$ cat config.mk
export PLATFORM = sky130hd
export DESIGN_NAME = fetch_unit
export DESIGN_NICKNAME = d
export VERILOG_FILES = /design/src/rtl/cpu_pkg.sv /design/src/rtl/fetch_fifo.sv /design/src/rtl/fetch_unit.sv
export SDC_FILE = /design/constraint.sdc
export NUM_CORES = 1
export LEC_CHECK = 0
export CAP_MARGIN = 20
export CORE_MARGIN = 3
export CORE_UTILIZATION = 55
export CTS_CLUSTER_SIZE = 24
export DETAILED_ROUTE_END_ITERATION = 8
export PLACE_DENSITY = 0.92
export SLEW_MARGIN = 20
export SYNTH_ARGS = -nofsm -noshare
export SYNTH_HDL_FRONTEND = slang
export SYNTH_SLANG_ARGS = --single-unit
$ cat constraint.sdc
create_clock -name clk -period 14.1 [get_ports clk]
set_input_delay 2.115 -clock clk [delete_from_list [all_inputs] [get_ports clk]]
set_output_delay 2.115 -clock clk [all_outputs]
set_load 0.05 [all_outputs]
$ cat src/rtl/cpu_pkg.sv
// Shared CPU definitions used by the fetch stage.
//   XLEN / ILEN       : address and instruction widths
//   RESET_PC_DEFAULT  : default PC of the first fetch after reset
//   fetch_state_t     : fetch FSM states
package cpu_pkg;

  localparam int XLEN = 32;
  localparam int ILEN = 32;

  localparam logic [XLEN-1:0] RESET_PC_DEFAULT = 32'h0000_0000;

  // FETCH : may issue a request
  // WAIT  : one request outstanding, its data is wanted
  // DROP  : one request outstanding, its data is stale and is discarded
  typedef enum logic [1:0] {
    FETCH = 2'd0,
    WAIT  = 2'd1,
    DROP  = 2'd2
  } fetch_state_t;

endpackage

$ cat src/rtl/fetch_fifo.sv
// Synchronous FIFO that buffers fetched {pc, instr} pairs.
//   clk, rst     : clock, asynchronous active-low reset
//   i_push/i_data: write an entry
//   i_pop        : remove the head entry
//   i_flush      : empty the FIFO (wins over push and pop)
//   o_data       : head entry, stable while not popped
//   o_empty      : no entries held
//   o_count      : number of entries held (0..DEPTH)
module fetch_fifo #(
  parameter int DEPTH = 2,
  parameter int WIDTH = 64
) (
  input  logic                   clk,
  input  logic                   rst,
  input  logic                   i_push,
  input  logic [WIDTH-1:0]       i_data,
  input  logic                   i_pop,
  input  logic                   i_flush,
  output logic [WIDTH-1:0]       o_data,
  output logic                   o_empty,
  output logic [$clog2(DEPTH):0] o_count
);

  localparam int AW = $clog2(DEPTH);
  localparam int CW = AW + 1;
  // DEPTH is a power of two, so "full" is just the count MSB pattern.
  localparam logic [CW-1:0] CNT_FULL = {1'b1, {AW{1'b0}}};

  logic [DEPTH-1:0][WIDTH-1:0] r_mem;
  logic [AW-1:0]               r_wr;
  logic [AW-1:0]               r_rd;
  logic [CW-1:0]               r_cnt;

  logic w_full;
  logic w_do_push;
  logic w_do_pop;

  assign w_full    = (r_cnt == CNT_FULL);
  assign o_empty   = (r_cnt == '0);
  assign w_do_pop  = i_pop && !o_empty;
  // A push into a full FIFO only makes room if a pop happens in the same cycle.
  assign w_do_push = i_push && (!w_full || w_do_pop);

  assign o_data  = r_mem[r_rd];
  assign o_count = r_cnt;

  always_ff @(posedge clk or negedge rst) begin
    if (!rst) begin
      r_wr  <= '0;
      r_rd  <= '0;
      r_cnt <= '0;
    end else if (i_flush) begin
      r_wr  <= '0;
      r_rd  <= '0;
      r_cnt <= '0;
    end else begin
      if (w_do_push) r_wr <= r_wr + AW'(1);
      if (w_do_pop)  r_rd <= r_rd + AW'(1);
      case ({w_do_push, w_do_pop})
        2'b10:   r_cnt <= r_cnt + CW'(1);
        2'b01:   r_cnt <= r_cnt - CW'(1);
        default: r_cnt <= r_cnt;
      endcase
    end
  end

  // Storage needs no reset; the pointers decide what is visible.
  always_ff @(posedge clk) begin
    if (w_do_push && !i_flush) r_mem[r_wr] <= i_data;
  end

endmodule

$ cat src/rtl/fetch_unit.sv
// Instruction fetch stage.
// Owns the PC, issues one word read at a time to instruction memory
// (req/gnt/rvalid), buffers returned {pc, instr} pairs and hands them to
// decode with valid/ready. A redirect from execute flushes the buffer and
// turns any outstanding read into a dropped one.
//   clk, rst                    : clock, asynchronous active-low reset
//   imem_req/imem_addr/imem_gnt : request channel (req&gnt = accepted)
//   imem_rvalid/imem_rdata      : response channel
//   redirect_valid/redirect_pc  : new PC from execute, low two bits ignored
//   if_valid/if_ready           : decode handshake
//   if_instr/if_pc              : head instruction and its PC
module fetch_unit
  import cpu_pkg::*;
#(
  parameter logic [XLEN-1:0] RESET_PC   = RESET_PC_DEFAULT,
  parameter int              FIFO_DEPTH = 2
) (
  input  logic            clk,
  input  logic            rst,
  output logic            imem_req,
  output logic [XLEN-1:0] imem_addr,
  input  logic            imem_gnt,
  input  logic            imem_rvalid,
  input  logic [ILEN-1:0] imem_rdata,
  input  logic            redirect_valid,
  input  logic [XLEN-1:0] redirect_pc,
  output logic            if_valid,
  input  logic            if_ready,
  output logic [ILEN-1:0] if_instr,
  output logic [XLEN-1:0] if_pc
);

  localparam int CW = $clog2(FIFO_DEPTH) + 1;

  fetch_state_t    r_state;
  logic [XLEN-1:0] r_pc;
  logic [XLEN-1:0] r_req_pc;   // PC of the outstanding request
  logic            r_en;       // low during reset and for the first cycle after

  logic                 w_issue;
  logic                 w_push;
  logic                 w_pop;
  logic                 w_empty;
  logic [CW-1:0]        w_count;
  logic [XLEN+ILEN-1:0] w_head;
  logic                 w_unused_rpc;

  // Space is reserved at issue time: count cannot grow while a read is
  // outstanding, so the response always has a slot.
  assign imem_req  = r_en && (r_state == FETCH) && (w_count < CW'(FIFO_DEPTH));
  assign imem_addr = r_pc;
  assign w_issue   = imem_req && imem_gnt;

  assign w_push   = (r_state == WAIT) && imem_rvalid && !redirect_valid;
  assign if_valid = !w_empty && !redirect_valid;
  assign w_pop    = if_valid && if_ready;

  assign if_pc    = w_head[XLEN+ILEN-1:ILEN];
  assign if_instr = w_head[ILEN-1:0];

  assign w_unused_rpc = ^redirect_pc[1:0];

  fetch_fifo #(
    .DEPTH (FIFO_DEPTH),
    .WIDTH (XLEN + ILEN)
  ) u_fifo (
    .clk     (clk),
    .rst     (rst),
    .i_push  (w_push),
    .i_data  ({r_req_pc, imem_rdata}),
    .i_pop   (w_pop),
    .i_flush (redirect_valid),
    .o_data  (w_head),
    .o_empty (w_empty),
    .o_count (w_count)
  );

  always_ff @(posedge clk or negedge rst) begin
    if (!rst) begin
      r_state  <= FETCH;
      r_pc     <= RESET_PC;
      r_req_pc <= '0;
      r_en     <= 1'b0;
    end else begin
      r_en <= 1'b1;
      if (redirect_valid) begin
        // Redirect beats everything; whatever is in flight becomes stale.
        r_pc <= {redirect_pc[XLEN-1:2], 2'b00};
        case (r_state)
          FETCH:   r_state <= w_issue     ? DROP  : FETCH;
          WAIT:    r_state <= imem_rvalid ? FETCH : DROP;
          DROP:    r_state <= imem_rvalid ? FETCH : DROP;
          default: r_state <= FETCH;
        endcase
      end else begin
        case (r_state)
          FETCH: if (w_issue) begin
            r_req_pc <= r_pc;
            r_pc     <= r_pc + 32'd4;
            r_state  <= WAIT;
          end
          WAIT:    if (imem_rvalid) r_state <= FETCH;
          DROP:    if (imem_rvalid) r_state <= FETCH;
          default: r_state <= FETCH;
        endcase
      end
    end
  end

  // A response with nothing outstanding is a memory protocol violation.
  a_no_rvalid_in_fetch: assert property (
    @(posedge clk) disable iff (!rst) !(imem_rvalid && (r_state == FETCH))
  );

endmodule

==> impl_table.tex, run 1 <==
\begin{tabular}{lr}
\hline
Metric & Value \\
\hline
\multicolumn{2}{l}{\textbf{Status}} \\
Outcome & finished clean \\
\multicolumn{2}{l}{\textbf{Pwr}} \\
Comb pwr share & 15.5\% \\
Switching share of power & 26.3\% \\
Fraction of power consumed by the clock network & 32.7\% \\
Sequential share of power & 51.8\% \\
Reported net switching power & 365 uW \\
Internal portion of total power & 1020 uW \\
Worst voltage drop across the vdd grid & 83.5 uV \\
Ratio of total power to cell area & 137 nW/um\^{}2 \\
Reported leakage power & 0.00354 uW \\
\multicolumn{2}{l}{\textbf{Floorplanning}} \\
Core Rows & 42 \\
Floorplan die height & 125 um \\
CORE AREA & 13,600 um\^{}2 \\
Number of ports placed on the die boundary & 168 \\
Die Outline Area & 15,600 um\^{}2 \\
Starting Density & 57.4\% \\
X dimension of the die & 125 um \\
\multicolumn{2}{l}{\textbf{STA}} \\
Time the final worst path needs with I/O delays and setup & 5540 ps \\
Pins over their slew limit & 0 \\
RSZ-0062 raised after global routing & false \\
Worst slew pin tran & 946 ps \\
Final Setup Violations & 0 \\
Maximum operating frequency & 0.180 GHz \\
Crit share post-route & 39.3\% \\
Final hold violation count & 0 \\
Post-route worst hold slack & 469 ps \\
Total negative setup slack & 0 ps \\
Headroom to the max-slew limit & 36.8\% \\
Clock skew & 8.38 ps \\
\multicolumn{2}{l}{\textbf{Yosys}} \\
Area fraction in compound gates after synthesis & 4.75\% \\
Ys Warns & 0 \\
Main combinational cell family by area after synthesis & multiplexers \\
Library cell with the largest summed area after synthesis & edfxtp\_1 \\
Xor and xnor area share after synthesis & 1.01\% \\
Average cell area after synthesis & 15.2 um\^{}2 \\
Area share of the leading cell type in the synthesized netlist & 47.9\% \\
Cell variety after synth & 40 \\
Top post-synthesis cells by area & edfxtp\_1 48\%, dfrtp\_1 22\%, mux2\_2 13\% \\
Adder-cell share of the synthesized area & 0.644\% \\
Area share of and/or/nand/nor cells after synthesis & 8.45\% \\
Gate Count Post-Synth & 511 \\
Fraction of the yosys area taken by sequential cells & 69.4\% \\
Flop and latch count out of synthesis & 191 \\
Netlist area before placement & 7780 um\^{}2 \\
Proportion of synthesized area in mux cells & 13.4\% \\
\multicolumn{2}{l}{\textbf{CTS}} \\
Cts bufs inserted & 17 \\
Post-CTS Repair Setup Buffers & 0 \\
Post-cts gate resize count & 0 \\
Number of clock sinks seen by CTS & 191 \\
H-tree depth & 4 \\
Clock tree buffer depth & 2 \\
Clk Latency, worst-skew pair & 420 ps \\
Number of hold-repair buffers added at the cts stage & 0 \\
CTS root buf & clkbuf\_16 \\
CTS tree & done \\
Clock slew seen by the registers of the worst setup and hold paths & 70 ps \\
\multicolumn{2}{l}{\textbf{Layout}} \\
Finished layout cell area & 10,100 um\^{}2 \\
Diode insertion count for antenna repair & 0 \\
Fraction of layout instances using a drive strength above 1 & 20.0\% \\
Post-layout net count & 742 \\
Area growth from synthesis to layout & 29.7\% \\
Fill cell instance count of the final layout & 814 \\
\multicolumn{2}{l}{\textbf{Detailed routing}} \\
Routed WL & 16,900 um \\
DRC violation count after routing & 0 \\
Average routed wire per standard cell & 19.7 um \\
Via count & 4,982 \\
Via-to-Cell Ratio & 5.82 \\
Remaining antenna violation count after routing & 0 \\
Number of detailed-routing iterations run before antenna repair & 5 \\
Detailed router's first-iteration violation count & 292 \\
\multicolumn{2}{l}{\textbf{Global routing}} \\
Global-route wire length before repair & 26,900 um \\
Initial antenna violation count & 0 \\
Global route total overflow & 0 \\
GRT Resource Usage Total & 22.1\% \\
Via count of the first global-routing pass & 5,194 \\
Maximum number of pins on one net before global-route repair & 68 \\
\multicolumn{2}{l}{\textbf{Flow run}} \\
Count of maximum capacitance violations & 0 \\
\multicolumn{2}{l}{\textbf{Placement}} \\
Dpl hpwl & 11,100 um \\
Quantity of I/O buffers inserted on ports & 161 \\
Post-place instance area & 9530 um\^{}2 \\
Placer's final routability congestion estimate & 0.755 \\
\multicolumn{2}{l}{\textbf{Worst setup path}} \\
CP Cell Sequence & buf\_2, nor2\_1, clkdlybuf4s50\_1 \\
Crit Path Class & in -> out \\
Peak fanout along the critical path & 33 \\
CP peak stage delay & 730 ps \\
Slowest stage cell on the critical path & clkdlybuf4s50\_1 \\
Cell class contributing the biggest share of worst-path delay & buffers and inverters \\
R2R Setup Slk & 10,960 ps \\
CP Capture Type & output port \\
Worst Path Arrival & 3430 ps \\
Buffers plus inverters on the worst setup path & 2 \\
Data required, critical path & 11,980 ps \\
Startpoint types & input pin \\
\multicolumn{2}{l}{\textbf{Worst hold path}} \\
HP Class & reg -> reg \\
\hline
\end{tabular}
==> power groups by stage <==
| stage | clock (uW) | sequential, uW | combinational, uW |
|---|---|---|---|
| 2_1_floorplan | 0 | 741 | 115 |
| 3_3_place_gp | 0 | 720 | 207 |
| 3_5_place_dp | 0 | 728 | 214 |
| 4_1_cts | 460 | 717 | 216 |
| 5_1_grt | 487 | 725 | 227 |
| 6_report | 453 | 718 | 214 |
==> synth_stat cells <==
master	instances
buf_6	1
and4_1	5
o21ai_0	13
nor4b_1	1
nor3b_1	1
a211oi_1	1
nor2b_1	1
clkbuf_1	14
nor4_1	2
o31ai_1	17
nand2_1	25
or4_1	19
nor3_1	2
ha_1	4
and3b_1	1
mux2i_1	1
a31oi_1	19
buf_1	8
conb_1	2
and4b_1	1
or3_1	2
buf_2	3
xnor2_1	4
inv_1	5
a21oi_1	4
clkinv_1	1
nor2_1	26
buf_4	5
and3_1	4
and2_1	2
nand4b_4	1
mux2_2	92
dfrtp_1	67
o211ai_1	4
nand4_1	10
or4_4	1
nand3_1	11
xor2_1	5
nand2b_1	2
edfxtp_1	124
==> layout by cell type (no fill, tap or decap), types with 2 or more instances in the layout <==
| cell | n |
|---|---|
| edfxtp_1 | 124 |
| o211ai_1 | 4 |
| clkbuf_8 | 3 |
| nor3_1 | 2 |
| clkdlybuf4s50_1 | 159 |
| clkbuf_16 | 17 |
| nand2_1 | 25 |
| xnor2_1 | 4 |
| and4_1 | 5 |
| dfrtp_1 | 66 |
| clkinvlp_4 | 4 |
| a31oi_1 | 19 |
| a21oi_1 | 4 |
| o31ai_1 | 17 |
| ha_1 | 4 |
| and2_1 | 2 |
| nand3_1 | 11 |
| inv_1 | 5 |
| nand4_1 | 10 |
| clkinv_2 | 4 |
| xor2_1 | 5 |
| or3_1 | 2 |
| or4_1 | 19 |
| nor2_1 | 25 |
| and3_1 | 4 |
| nand2b_1 | 2 |
| conb_1 | 5 |
| o21ai_0 | 13 |
| buf_4 | 6 |
| mux2_2 | 92 |
==> worst reg2reg max path: stages, from the launching register on <==
cell	delay, ps
dfrtp_1	380
inv_1	110
ha_1	280
and4b_1	460
nand4_1	790
or4_1	800
a31oi_1	230
==> flip-flops by register name, summed over array words and instances, names as in the netlist <==
signal          flops
u_fifo.r_rd         1
u_fifo.r_mem      124
u_fifo.o_count      2
r_en                1
imem_addr          30
r_req_pc           30
u_fifo.r_wr         1
r_state             2
==> metrics by stage <==
step,std cells,power (uW),worst slack [ps],util [%]
6_report,856,1390,8560,74.4
5_1_grt,856,1440,8460,74.4
4_1_cts,856,1390,7710,74.4
3_5_place_dp,825,942,7730,70.3
3_3_place_gp,825,927,7820,70.3
2_1_floorplan,514,856,4660,-
==> kinds of logic after synthesis <==
| group | after synthesis |
|---|---|
| fa+ha+maj | 4 |
| other cells | 2 |
| buf+inv | 37 |
| mux | 93 |
| simple gates | 117 |
| xor+xnor | 9 |
| flops | 191 |
| compound gates | 58 |
==> final timing paths <==
kind	from	to	cells after the start
worst max-delay path	redirect_valid	if_valid	3
worst min-delay path	r_req_pc[7]$_DFFE_PN0P_	u_fifo.r_mem[39]$_DFFE_PP_	0
worst max register to register	r_state[1]$_DFFE_PN0P_	imem_addr[30]$_DFFE_PN0P_	6
worst min register to register	r_req_pc[7]$_DFFE_PN0P_	u_fifo.r_mem[39]$_DFFE_PP_	0
max in group asynchronous	rst	u_fifo.r_rd$_DFFE_PN0P_	1
min in group asynchronous	rst	imem_addr[5]$_DFFE_PN0P_	1
==> cell type report <==
class / instances / area (um^2) / area share (%)
clock buffer: 21 / 470 / 4.66
clock inverter: 10 / 88.8 / 0.881
inverter: 6 / 22.5 / 0.223
multi-input combinational: 286 / 2240 / 22.2
sequential: 191 / 5400 / 53.6
tap: 176 / 220 / 2.18
timing repair buffer: 166 / 1640 / 16.3
==> metal layers <==
| metal | global-route usage, % | vias up | wire (um) |
|---|---|---|---|
| met2 | 37.9 | 203 | 8750 |
| met3 | 6.39 | 24 | 1020 |
| met1 | 27.1 | 2496 | 6810 |
| met5 | 0 | - | 0 |
| li1 | - | 2259 | - |
| met4 | 7.53 | 0 | 289 |
Power figures use the tool's default switching activity.
==> run 2, diff against run 1 <==
--- a/config.mk
+++ b/config.mk
@@ -7,10 +7,10 @@
 export LEC_CHECK = 0
 export CAP_MARGIN = 20
 export CORE_MARGIN = 3
-export CORE_UTILIZATION = 55
+export CORE_UTILIZATION = 51
 export CTS_CLUSTER_SIZE = 24
 export DETAILED_ROUTE_END_ITERATION = 8
-export PLACE_DENSITY = 0.92
+export PLACE_DENSITY = 0.86
 export SLEW_MARGIN = 20
 export SYNTH_ARGS = -nofsm -noshare
 export SYNTH_HDL_FRONTEND = slang
==> constraint.sdc (replaced) <==
create_clock -name clk -period 5.7 [get_ports clk]
set_input_delay 0.855 -clock clk [delete_from_list [all_inputs] [get_ports clk]]
set_output_delay 0.855 -clock clk [all_outputs]
set_load 0.05 [all_outputs]
==> run 2 against run 1 <==
Effect of this change: via count down 0.96%; critical endpoint is now if_pc[14]; sequential cell count unchanged; combinational power up 150%; die area up 7.5%; wire length down 2.1%; critical path depth unchanged; largest power group unchanged; critical path type is now reg -> out; worst hold slack worse by 1.3 ps; power up 150%; clock skew up 1.1 ps.
==> impl_table.tex, run 2 (same netlist as run 1, synthesis figures left out) <==
\begin{tabular}{lr}
\hline
Metric & Value \\
\hline
\multicolumn{2}{l}{\textbf{Status}} \\
Outcome & finished clean (unchanged) \\
\multicolumn{2}{l}{\textbf{Global routing}} \\
Global route total overflow & 0 (unchanged) \\
Via count of the first global-routing pass & 5,139 (was 5,194) \\
GRT Resource Usage Total & 20.2\% (was 22.1\%) \\
Initial antenna violation count & 0 (unchanged) \\
Maximum number of pins on one net before global-route repair & 68 (unchanged) \\
Global-route wire length before repair & 26,100 um (was 26,900 um) \\
\multicolumn{2}{l}{\textbf{Layout}} \\
Area growth from synthesis to layout & 30.7\% (was 29.7\%) \\
Most frequent standard cell in the layout excluding fill and tap cells & clkdlybuf4s50\_1 (unchanged) \\
FF/Latch Area & 5400 um\^{}2 (unchanged) \\
Total area of multi-input combinational cells & 2260 um\^{}2 (was 2240 um\^{}2) \\
Flip-flop count of the largest register after layout & 124 (unchanged) \\
Top register by number of flip-flops & u\_fifo.r\_mem (unchanged) \\
Commonest cells after routing, fill and taps aside & 160 x clkdlybuf4s50\_1, 124 x edfxtp\_1, 92 x mux2\_2 (was 159 x clkdlybuf4s50\_1, 124 x edfxtp\_1, 92 x mux2\_2) \\
Diode insertion count for antenna repair & 0 (unchanged) \\
Finished layout cell area & 10,200 um\^{}2 (was 10,100 um\^{}2) \\
Post-layout net count & 743 (was 742) \\
Fraction of layout instances using a drive strength above 1 & 19.6\% (was 20.0\%) \\
Fill cell instance count of the final layout & 1,004 (was 814) \\
Non-filler cells, final & 866 (was 856) \\
\multicolumn{2}{l}{\textbf{Worst setup path}} \\
Length in cells of the worst reg-to-reg path & 6 (unchanged) \\
Crit Reg-Reg Startpoint & r\_state[1]\$\_DFFE\_PN0P\_ (unchanged) \\
Buffers plus inverters on the worst setup path & 2 (unchanged) \\
R2R Setup Slk & 2530 ps (was 10,960 ps) \\
Cell class contributing the biggest share of worst-path delay & buffers and inverters (unchanged) \\
Critical path depth & 3 (unchanged) \\
Startpoint types & flop (was input pin) \\
Crit Path Class & reg -> out (was in -> out) \\
CP peak stage delay & 830 ps (was 730 ps) \\
Start point of the critical path & u\_fifo.r\_rd\$\_DFFE\_PN0P\_ (was redirect\_valid) \\
Worst Path Arrival & 2910 ps (was 3430 ps) \\
Slowest stage cell on the critical path & dfrtp\_2 (was clkdlybuf4s50\_1) \\
Capturing point of the worst reg2reg path & imem\_addr[30]\$\_DFFE\_PN0P\_ (unchanged) \\
Worst setup path endpoint & if\_pc[14] (was if\_valid) \\
CP Cell Sequence & buf\_4, mux2\_2, clkdlybuf4s50\_1 (was buf\_2, nor2\_1, clkdlybuf4s50\_1) \\
Peak fanout along the critical path & 32 (was 33) \\
CP Capture Type & output port (unchanged) \\
Data required, critical path & 4850 ps (was 11,980 ps) \\
\multicolumn{2}{l}{\textbf{CTS}} \\
Clock tree buffer depth & 2 (unchanged) \\
CTS root buf & clkbuf\_16 (unchanged) \\
H-tree depth & 4 (unchanged) \\
Clock slew seen by the registers of the worst setup and hold paths & 70 ps (about the same) \\
Number of hold-repair buffers added at the cts stage & 0 (unchanged) \\
Post-cts gate resize count & 0 (unchanged) \\
Cts bufs inserted & 17 (unchanged) \\
CTS tree & done (unchanged) \\
Number of clock sinks seen by CTS & 191 (unchanged) \\
Clk Latency, worst-skew pair & 430 ps (was 420 ps) \\
Post-CTS Repair Setup Buffers & 0 (unchanged) \\
\multicolumn{2}{l}{\textbf{Placement}} \\
Placer's final routability congestion estimate & 0.762 (was 0.755) \\
Quantity of I/O buffers inserted on ports & 161 (unchanged) \\
Count of placed standard cells including taps & 834 (was 825) \\
Worst Setup Slack post-DPL & 1950 ps (was 7730 ps) \\
Dpl hpwl & 10,900 um (was 11,100 um) \\
Post-place instance area & 9590 um\^{}2 (was 9530 um\^{}2) \\
\multicolumn{2}{l}{\textbf{Pwr}} \\
Ratio of total power to cell area & 339 nW/um\^{}2 (was 137 nW/um\^{}2) \\
Worst voltage drop across the vdd grid & 217 uV (was 83.5 uV) \\
Reported leakage power & 0.00356 uW (was 0.00354 uW) \\
\multicolumn{2}{l}{\textbf{Detailed routing}} \\
Remaining antenna violation count after routing & 0 (unchanged) \\
Via-to-Cell Ratio & 5.70 (was 5.82) \\
Via count & 4,934 (was 4,982) \\
Number of detailed-routing iterations run before antenna repair & 4 (was 5) \\
Detailed router's first-iteration violation count & 358 (was 292) \\
Routed WL & 16,500 um (was 16,900 um) \\
DRC violation count after routing & 0 (unchanged) \\
Average routed wire per standard cell & 19.1 um (was 19.7 um) \\
\multicolumn{2}{l}{\textbf{STA}} \\
Time the final worst path needs with I/O delays and setup & 3770 ps \\
Total negative setup slack & 0 ps (unchanged) \\
Clock skew & 9.48 ps (was 8.38 ps) \\
Headroom to the max-slew limit & 32.5\% (was 36.8\%) \\
Crit share post-route & 66.1\% \\
Pins over their slew limit & 0 (unchanged) \\
Maximum operating frequency & 0.266 GHz \\
RSZ-0062 raised after global routing & false (unchanged) \\
Final Setup Violations & 0 (unchanged) \\
Worst slew pin tran & 1010 ps (was 946 ps) \\
Setup slack after layout & 1930 ps (was 8560 ps) \\
Final hold violation count & 0 (unchanged) \\
\multicolumn{2}{l}{\textbf{Floorplanning}} \\
Number of ports placed on the die boundary & 168 (unchanged) \\
Core Rows & 44 (was 42) \\
Die Outline Area & 16,800 um\^{}2 (was 15,600 um\^{}2) \\
X dimension of the die & 129 um (was 125 um) \\
Floorplan die height & 129 um (was 125 um) \\
CORE AREA & 14,700 um\^{}2 (was 13,600 um\^{}2) \\
Starting Density & 52.9\% (was 57.4\%) \\
\multicolumn{2}{l}{\textbf{Flow run}} \\
Count of maximum capacitance violations & 0 (unchanged) \\
\multicolumn{2}{l}{\textbf{Worst hold path}} \\
HP Class & reg -> reg (unchanged) \\
\hline
\end{tabular}
run 2: changes by cell type in the layout (fill, tap and decap cells not counted), sizes merged:
cell,previous run,this run
clkdlybuf4s50,159,160
clkinv,4,6
clkinvlp,4,2
inv,7,8
run 2: final cells by class:
class	instances	share of cell area, %
flip-flops and latches	191	53.2
multi-input cells	286	22.2
clock inverters	11	1.03
repair buffers	167	16.5
inverters	6	0.222
well taps	184	2.27
clock buffers	21	4.64
run 2: through the flow:
step	hold slack, ps	utilization [%]	power, uW
3_3_place_gp	446	65.0	2300
4_1_cts	471	69.1	3470
5_1_grt	483	69.1	3580
2_1_floorplan	438	-	2120
6_report	468	69.1	3450
3_5_place_dp	455	65.2	2340
run 2: worst min-delay path by stage:
stage	from	slack [ps]	cells after the start	to
2_1_floorplan	r_req_pc[4]$_DFFE_PN0P_	440	0	u_fifo.r_mem[100]$_DFFE_PP_
3_3_place_gp	r_req_pc[5]$_DFFE_PN0P_	450	0	u_fifo.r_mem[101]$_DFFE_PP_
3_5_place_dp	r_req_pc[6]$_DFFE_PN0P_	450	0	u_fifo.r_mem[102]$_DFFE_PP_
4_1_cts	r_req_pc[29]$_DFFE_PN0P_	470	0	u_fifo.r_mem[125]$_DFFE_PP_
5_1_grt	r_req_pc[29]$_DFFE_PN0P_	480	0	u_fifo.r_mem[61]$_DFFE_PP_
6_report	r_req_pc[29]$_DFFE_PN0P_	470	0	u_fifo.r_mem[61]$_DFFE_PP_
run 2: worst reg2reg max path: stages (launching register included):
cell,delay (ps)
dfrtp_1,400
inv_1,120
ha_1,300
and4b_1,470
nand4_1,820
or4_1,780
a31oi_1,190
run 2: report_power, final:
group / internal (uW) / switching, uW
Sequential: 1660 / 114
Combinational: 235 / 296
Clock: 644 / 499
Total: 2540 / 910
run 2: per-layer routing:
layer  share of wire, %  GRT usage, %
met1                 41          25.6
met2                 53          35.2
met3                4.6          3.92
met4                1.5          6.91
met5                  0             0
